--- src/rtl/bids22_cmd_sequencer.sv ---
// Host command FIFO feeding the bids22 controller one command at a time (C_op valid one cycle, >=2 cycles/command).
// Backpressure: cmd_ready drops when the FIFO is full; dispatch stalls on pause or controller not ready.
module bids22_cmd_sequencer #(
  parameter int DEPTH   = 8,
  parameter int TIMEOUT = 64,
  parameter int CNT_W   = 16
) (
  input  logic                     clk,
  input  logic                     reset_n,
  input  logic                     cmd_valid,
  output logic                     cmd_ready,
  input  logic [3:0]               cmd_op,
  input  logic [31:0]              cmd_data,
  input  logic                     pause,
  input  logic                     clr_stats,
  output logic [3:0]               C_op,
  output logic [31:0]              C_data,
  output logic                     C_start,
  input  logic                     dut_ready,
  input  logic                     dut_err,
  output logic                     busy,
  output logic [$clog2(DEPTH):0]   fifo_count,
  output logic [CNT_W-1:0]         issued_cnt,
  output logic [CNT_W-1:0]         err_cnt,
  output logic                     timeout_flag
);

  localparam int AW = $clog2(DEPTH);
  localparam int CW = AW + 1;
  localparam int TW = $clog2(TIMEOUT + 1);

  localparam logic [3:0] OP_NOP   = 4'h0;
  localparam logic [3:0] OP_START = 4'hF;

  typedef struct packed {
    logic [3:0]  op;
    logic [31:0] data;
  } cmd_t;

  typedef enum logic {S_IDLE, S_WAIT} state_t;

  cmd_t              mem_q [DEPTH];
  logic [AW-1:0]     wr_ptr_q, wr_ptr_d, rd_ptr_q, rd_ptr_d;
  logic [CW-1:0]     count_q, count_d;
  state_t            state_q, state_d;
  logic              issue_q, issue_d;
  logic [TW-1:0]     timer_q, timer_d;
  logic              err_seen_q, err_seen_d;
  logic [3:0]        c_op_q, c_op_d;
  logic [31:0]       c_data_q, c_data_d;
  logic              c_start_q, c_start_d;
  logic [CNT_W-1:0]  issued_q, issued_d, err_q, err_d;
  logic              to_q, to_d;

  logic              push, pop, empty;
  logic              inc_iss, inc_err, set_to;
  cmd_t              head;

  assign empty     = (count_q == '0);
  assign cmd_ready = (count_q < CW'(DEPTH));
  assign push      = cmd_valid & cmd_ready;
  assign head      = mem_q[rd_ptr_q];

  always_comb begin
    state_d    = state_q;
    issue_d    = 1'b0;
    timer_d    = timer_q;
    err_seen_d = err_seen_q;
    c_op_d     = 4'h0;
    c_data_d   = 32'h0;
    c_start_d  = c_start_q;
    pop        = 1'b0;
    inc_iss    = 1'b0;
    inc_err    = 1'b0;
    set_to     = 1'b0;
    case (state_q)
      S_IDLE: begin
        if (!empty && !pause) begin
          if (head.op == OP_NOP) begin
            pop     = 1'b1;
            inc_iss = 1'b1;
          end else if (head.op == OP_START) begin
            pop       = 1'b1;
            c_start_d = head.data[0];
            inc_iss   = 1'b1;
          end else if (dut_ready) begin
            pop        = 1'b1;
            c_op_d     = head.op;
            c_data_d   = head.data;
            state_d    = S_WAIT;
            issue_d    = 1'b1;
            timer_d    = '0;
            err_seen_d = 1'b0;
          end
        end
      end
      S_WAIT: begin
        // The issue cycle itself (C_op valid) never samples ready/err.
        if (!issue_q) begin
          if (dut_ready) begin
            inc_iss    = 1'b1;
            inc_err    = err_seen_q | dut_err;
            state_d    = S_IDLE;
            err_seen_d = 1'b0;
          end else if (timer_q == TW'(TIMEOUT - 1)) begin
            set_to     = 1'b1;
            inc_iss    = 1'b1;
            inc_err    = 1'b1;
            state_d    = S_IDLE;
            err_seen_d = 1'b0;
          end else begin
            timer_d    = timer_q + 1'b1;
            err_seen_d = err_seen_q | dut_err;
          end
        end
      end
      default: state_d = S_IDLE;
    endcase
  end

  always_comb begin
    wr_ptr_d = push ? wr_ptr_q + 1'b1 : wr_ptr_q;
    rd_ptr_d = pop  ? rd_ptr_q + 1'b1 : rd_ptr_q;
    count_d  = count_q;
    if (push && !pop)      count_d = count_q + 1'b1;
    else if (!push && pop) count_d = count_q - 1'b1;

    issued_d = issued_q;
    err_d    = err_q;
    to_d     = to_q | set_to;
    if (inc_iss && issued_q != '1) issued_d = issued_q + 1'b1;
    if (inc_err && err_q != '1)    err_d    = err_q + 1'b1;
    if (clr_stats) begin
      issued_d = '0;
      err_d    = '0;
      to_d     = 1'b0;
    end
  end

  always_ff @(posedge clk) begin
    if (push) mem_q[wr_ptr_q] <= '{op: cmd_op, data: cmd_data};
  end

  always_ff @(posedge clk or negedge reset_n) begin
    if (!reset_n) begin
      wr_ptr_q   <= '0;
      rd_ptr_q   <= '0;
      count_q    <= '0;
      state_q    <= S_IDLE;
      issue_q    <= 1'b0;
      timer_q    <= '0;
      err_seen_q <= 1'b0;
      c_op_q     <= 4'h0;
      c_data_q   <= 32'h0;
      c_start_q  <= 1'b0;
      issued_q   <= '0;
      err_q      <= '0;
      to_q       <= 1'b0;
    end else begin
      wr_ptr_q   <= wr_ptr_d;
      rd_ptr_q   <= rd_ptr_d;
      count_q    <= count_d;
      state_q    <= state_d;
      issue_q    <= issue_d;
      timer_q    <= timer_d;
      err_seen_q <= err_seen_d;
      c_op_q     <= c_op_d;
      c_data_q   <= c_data_d;
      c_start_q  <= c_start_d;
      issued_q   <= issued_d;
      err_q      <= err_d;
      to_q       <= to_d;
    end
  end

  assign C_op         = c_op_q;
  assign C_data       = c_data_q;
  assign C_start      = c_start_q;
  assign busy         = !empty || (state_q != S_IDLE);
  assign fifo_count   = count_q;
  assign issued_cnt   = issued_q;
  assign err_cnt      = err_q;
  assign timeout_flag = to_q;

endmodule
--- config.mk ---
export PLATFORM = sky130hd
export DESIGN_NAME = bids22_cmd_sequencer
export DESIGN_NICKNAME = d
export VERILOG_FILES = /design/src/rtl/bids22_cmd_sequencer.sv
export SDC_FILE = /design/constraint.sdc
export NUM_CORES = 1
export LEC_CHECK = 0
export ABC_AREA = 1
export CAP_MARGIN = 20
export CORE_MARGIN = 4
export CORE_UTILIZATION = 65
export CTS_BUF_LIST = sky130_fd_sc_hd__clkbuf_4 sky130_fd_sc_hd__clkbuf_8
export CTS_CLUSTER_DIAMETER = 150
export DETAILED_ROUTE_END_ITERATION = 7
export PLACE_DENSITY = 0.92
export SLEW_MARGIN = 40
export SYNTH_ARGS = -nofsm -noshare
export SYNTH_HDL_FRONTEND = slang
export SYNTH_SLANG_ARGS = --single-unit
--- constraint.sdc ---
create_clock -name clk -period 7.2 [get_ports clk]
set_input_delay 1.44 -clock clk [delete_from_list [all_inputs] [get_ports clk]]
set_output_delay 1.44 -clock clk [all_outputs]
set_load 0.01 [all_outputs]
Yosys cells after proc, flatten, opt, wreduce, memory -nomap -nowiden
Memory sizes are Yosys's and may differ from the RTL's.
Index checks and enable logic that the tools add are counted.
- ROM bits: 0
- memory bits (writable): 288
- register bits after elaboration: 90
- output and inout port bits: 76
- input bits: 43
- latch bits: 0
- word-level logic and storage cells: 117
- memories kept: 1
- shift-type cells: 0
- $lt $le $gt $ge: 1
- equality and inequality tests: 11
- bitwise logic cells: 5
- $add $sub $neg: 7
- divide/modulo/power cells: 0
- multiply operators: 0
- multiplexer cells: 61
- reduce and logical (&&, ||, !) cells: 18
- memories (memory ; depth ; bits a word ; read ports ; clocked after Yosys merged registers in ; wr ports ; line ; text):
    mem_q ; 8 ; 36 ; 1 ; 0 ; 1 ; 42 ; cmd_t mem_q [DEPTH];
- operator list (cell ; number):
    two-way mux 32 bit ; 5
    two-way mux 16 bit ; 4
    two-way mux 7 bit ; 7
    two-way mux 1 bit ; 34
    adder 16 x 1 -> 16 bit (second input constant) ; 2
    != test 16 bit (second input constant) ; 2
    two-way mux 4 bit ; 7
    != test 2 bit (second input constant) ; 7
    one-hot mux 7 bit (2 select lines) ; 1
    logical NOT 4 bit ; 2
    adder 7 x 1 -> 7 bit (second input constant) ; 1
    == test 7 x 6 -> 1 bit (second input constant) ; 1
    AND reduction 7 bit ; 1
    adder 3 x 1 -> 3 bit (second input constant) ; 2
    one-hot mux 1 bit (2 select lines) ; 3
    nonzero test 2 bit ; 3
    logical AND 1 bit ; 5
    AND reduction 5 bit ; 1
    adder 4 x 1 -> 4 bit (second input constant) ; 1
    == test 4 bit (second input constant) ; 1
    logical NOT 1 bit ; 4
    less-than comparator 4 bit (second input constant) ; 1
    AND reduction 4 bit ; 1
    subtractor 4 x 1 -> 4 bit (second input constant) ; 1
    other kinds (4) ; 6

Depth between registers and ports, before layout
An unclocked memory read counts as a cell.
- depth after elaboration: 9
- gate-level depth with buffers: 22
- gate-level depth less buffers: 22

Worst setup path before layout
Ideal clock, no wire load.
- path kind: input -> register
- from: input port cmd_valid
- to: memory mem_q[0][0] (netlist name), enable pin
- stages: 3
- data arrival time: 3.354 ns
- setup slack: 3.417 ns
- data required time: 6.771 ns
- library setup time: 0.429 ns
- path buffers: 0
- path through: nand2_1 or2_2 nor2_1
- longest elaborated chain between the ends: 3
- ends and longest elaborated chain (item ; line ; text):
    from (decl) ; 10 ; input logic cmd_valid,
    bitwise AND 1 bit ; 61 ; assign push = cmd_valid & cmd_ready;
    two-way mux 1 bit ; 141 ; if (push) mem_q[wr_ptr_q] <= '{op: cmd_op, data: cmd_data};
    two-way mux 1 bit (implied by the code) ; 141 ;
    to (decl) ; 42 ;
No other way between the ends.

Worst setup path after layout
- from: register rd_ptr_q[0]
- to: register count_q[3], in the netlist fifo_count[3]
- longest elaborated chain between the ends: 9
- elaborated cells on any way between the ends: 12
- classes of those cells: eq/ne (1); mux (5); reduce/logical (5); memory (1)
- ends and longest elaborated chain (item ; line ; text):
    from (decl) ; 43 ; logic [AW-1:0] wr_ptr_q, wr_ptr_d, rd_ptr_q, rd_ptr_d;
    from (signal assigned) ; 161 ; rd_ptr_q <= rd_ptr_d;
    memory (8 x 36 bit) (*) ; n/a ;
    == test 4 bit ; 82 ; end else if (head.op == OP_START) begin
    two-way mux 1 bit ; 82 ;
    two-way mux 1 bit (*) ; 79 ; if (head.op == OP_NOP) begin
    two-way mux 1 bit (*) ; 78 ; if (!empty && !pause) begin
    two-way mux 1 bit (*) ; 76 ; case (state_q)
    logical NOT 1 bit ; 125 ; if (push && !pop) count_d = count_q + 1'b1;
    logical AND 1 bit ; 125 ;
    two-way mux 4 bit / nonzero test 2 bit (equally long branches) ; n/a ;
    to (signal assigned) ; 162 ; count_q <= count_d;
    to (decl) ; 44 ; logic [CW-1:0] count_q, count_d;
Mark *: on every way between the ends. The rest lies on a longest branch, timed or not.
A chain may end at the register's enable or synchronous reset.

==> results.py <==
metrics = {
    "global_routing": {
        "met3_usage": 0.05011,
        "grt_max_degree": 103,
        "grt.busiest_layer": "met2",
        "grt_pass1_wl_microns": 57710,
        "antenna_found_initial": 1,
        "grt_pass1_vias": 11210,
        "track_usage": 0.2764,
        "grt_overflow": 0,
        "gr-usage-met1": 0.3641,
        "use_met2": 0.4608,
    },
    "synthesis": {
        "synth_nets": 1448,
        "avgSynthCellArea_sq_um": 11.17,
        "syn_area_sq_um": 15600,
        "synth-async-reset-ratio": 0.2381,
        "yosysSeqAreaShare": 0.6989,
        "synth_edf_count": 288,
        "ys_seq_elements": 378,
        "yosysWarningCount": 0,
        "ys.flop_type": "edfxtp_1",
        "synth_cell_types": 40,
        "synth_cells": 1396,
    },
    "worst_setup_path": {
        "cp_max_fo": 80,
        "crit_slowest_cell": "dfrtp_4",
        "setup.worst_path.end_class": "flip-flop",
        "crit_path_max_incr_delay_ns": 0.93,
        "start_kind": "flip-flop",
        "cpMostUsedCell": "nand2_1",
        "path_buf_inv": 3,
        "worstPathArrival_ns": 4.76,
        "crit_required_ns": 7.67,
        "cpLargestDelayFamily": "simple AND/OR/NAND/NOR gates",
        "critPathKind": "reg2reg",
        "cp_cell_sequence": "buf_4, nand2_1, nand3_1, nand2_1, nand2_1, nand2_1, nor2_1, nand2_1, nand2_4, nand2_1, nand2_1, inv_1, ha_1, inv_1, ha_1, a21o_1, a21oi_1, nor2_1, nor2_1, nand2_1, xor2_1",
    },
    "finish": {
        "final_cell_mix": "402 x nand2_1, 288 x edfxtp_1, 239 x nand3_1",
        "multi_input_area_sq_um": 4114,
        "ff_latch_area_sq_um": 10910,
        "layout.nets": 1569,
        "post-route-util": 0.7758,
        "fin_area_sq_um": 18270,
        "fillCellCount": 1332,
        "n_antenna_cell": 0,
        "drive_gt1_frac": 0.09591,
        "area_delta_synth_final_pct": 17.11,
        "layout_commonest_cell": "nand2_1",
    },
    "sta": {
        "tns_ns": 0,
        "tightest_slew_ns": 0.8420,
        "period_share": 0.5962,
        "worst_slack_ns": 2.907,
        "finalMaxSlewViolations": 0,
        "relSlewSlack": 0.4387,
        "hold_viol": 0,
        "setup_viol": 0,
        "rsz0062_at_grt": "false",
        "timing.final.crit_period_ns": 4.293,
        "fmax_ghz": 0.2329,
        "finClkSkew_ns": 0.02913,
    },
    "cts": {
        "clk_pin_slew_worst_paths_ns": 0.07,
        "worstSkewPairLatency_ns": 0.61,
        "ctsHoldBuffers": 0,
        "cts_buffers": 57,
        "cts_root_buf": "clkbuf_8",
        "cts_tree": "done",
        "postCtsSetupBuffers": 0,
        "cts.sinks": 378,
        "h-tree-depth": 2,
        "clockBufferDepth": 3,
        "cts-resized-gates": 0,
    },
    "die": {
        "rows": 56,
        "die-area_sq_um": 26540,
        "pin_count": 119,
        "fp.coreArea_sq_um": 23540,
        "die_x_microns": 162.9,
        "die_y_microns": 162.9,
        "start_util": 0.6625,
    },
    "drt": {
        "wl_per_cell_microns": 19.38,
        "post-route-drc-count": 0,
        "drt_iter0_markers": 1668,
        "final_antenna_net_count": 0,
        "route.final.wire_length_microns": 36500,
        "drt-vias-per-instance": 5.943,
        "drt_first_pass_iters": 6,
        "num_vias": 11190,
    },
    "hold_path": {
        "min_path_type": "reg2reg",
    },
    "placement": {
        "dpl_cell_area_sq_um": 17040,
        "gp_congestion": 0.8834,
        "io_buffers": 118,
        "place_ws_ns": 3.014,
        "dp_hpwl_microns": 19820,
    },
    "pwr": {
        "ir_drop_mv": 0.2806,
        "power.density_nw_per_um2": 359.5,
        "cellLeakagePower_uw": 0.007205,
    },
    "run_status": {
        "outcome": "finished, final reports clean",
    },
    "job": {
        "maxCapViolCount": 0,
    },
}
## registers in the layout, indices dropped and copies added, names as in the netlist
name	cells
err_cnt	16
rd_ptr_q	3
C_op	4
mem_q	288
wr_ptr_q	3
err_seen_q	1
timer_q	7
C_start	1
timeout_flag	1
issue_q	1
issued_cnt	16
fifo_count	4
C_data	32
state_q	1
## metrics by stage
stage	std cells	total power, uW	hold slack [ns]
2_1_floorplan	1396	4090	0.4530
3_3_place_gp	1777	4604	0.4679
3_5_place_dp	1777	4726	0.4783
4_1_cts	1883	6558	0.4937
5_1_grt	1883	6895	0.5359
6_report	1883	6567	0.4933
## worst paths after layout
path | end | depth (start not counted) | slack [ns] | startpoint
setup / recovery | fifo_count[3]$_DFFE_PN0P_ | 21 | 2.91 | rd_ptr_q[0]$_DFFE_PN0P_
hold / removal | err_seen_q$_DFFE_PN0P_ | 2 | 0.49 | err_seen_q$_DFFE_PN0P_
setup reg to reg | fifo_count[3]$_DFFE_PN0P_ | 21 | 2.91 | rd_ptr_q[0]$_DFFE_PN0P_
hold reg to reg | err_seen_q$_DFFE_PN0P_ | 2 | 0.49 | err_seen_q$_DFFE_PN0P_
max in group asynchronous | C_data[20]$_DFF_PN0_ | 2 | 5.28 | reset_n
min in group asynchronous | fifo_count[0]$_DFFE_PN0P_ | 1 | 0.82 | reset_n
## area by class of cell
type | count | area share
well taps | 319 | 0.02185
clock buffers | 90 | 0.06165
repair buffers | 131 | 0.07028
multi-input cells | 861 | 0.2252
flip-flops and latches | 378 | 0.5973
inverters | 88 | 0.01856
clock inverters | 16 | 0.005138
## cell usage after synthesis, types with 8 or more instances
cell type,number,share of area
nor2_1,52,0.013
nand3_1,239,0.077
nand2_1,402,0.097
nand4_1,20,0.0080
clkbuf_1,46,0.011
ha_1,8,0.0064
o21ai_0,25,0.0080
dfrtp_1,90,0.14
inv_1,82,0.020
buf_2,8,0.0026
nor3_1,9,0.0029
edfxtp_1,288,0.55
xor2_1,15,0.0084
a21oi_1,37,0.012
## cell families after synthesis
family / synth area share
AOI/OAI and AO/OA: 0.02696
xor gates and xnor gates: 0.01179
adders and majority gates: 0.007702
buffers and inverters: 0.04116
DFF: 0.6989
muxes: 0.0007220
and+or+nand+nor: 0.2128
## report_power, final
part | total (uW) | switching (uW) | leakage (uW) | internal, uW
Sequential | 2830 | 209 | 0.00382 | 2620
Combinational | 1910 | 1290 | 0.00274 | 617
Clock | 1830 | 808 | 0.000644 | 1020
Total | 6570 | 2310 | 0.00721 | 4260
## routing by layer
metal / share of wire / vias to the layer above
met5: 0.00041 / -
met2: 0.50 / 731
met3: 0.098 / 118
met1: 0.37 / 5296
met4: 0.034 / 2
li1: - / 5043
## worst reg2reg max path, delay by kind of cell, from the launching register on
| kind | cells | cell delay [ns] |
|---|---|---|
| AND/OR/NAND/NOR | 13 | 1.32 |
| adder cells (fa/ha/maj) | 2 | 0.46 |
| buffers and inverters | 3 | 0.98 |
| flip-flops | 1 | 0.93 |
| XOR/XNOR | 1 | 0.14 |
| AO/OA/AOI/OAI | 2 | 0.35 |
No activity file was read; power rests on OpenSTA's default activity.
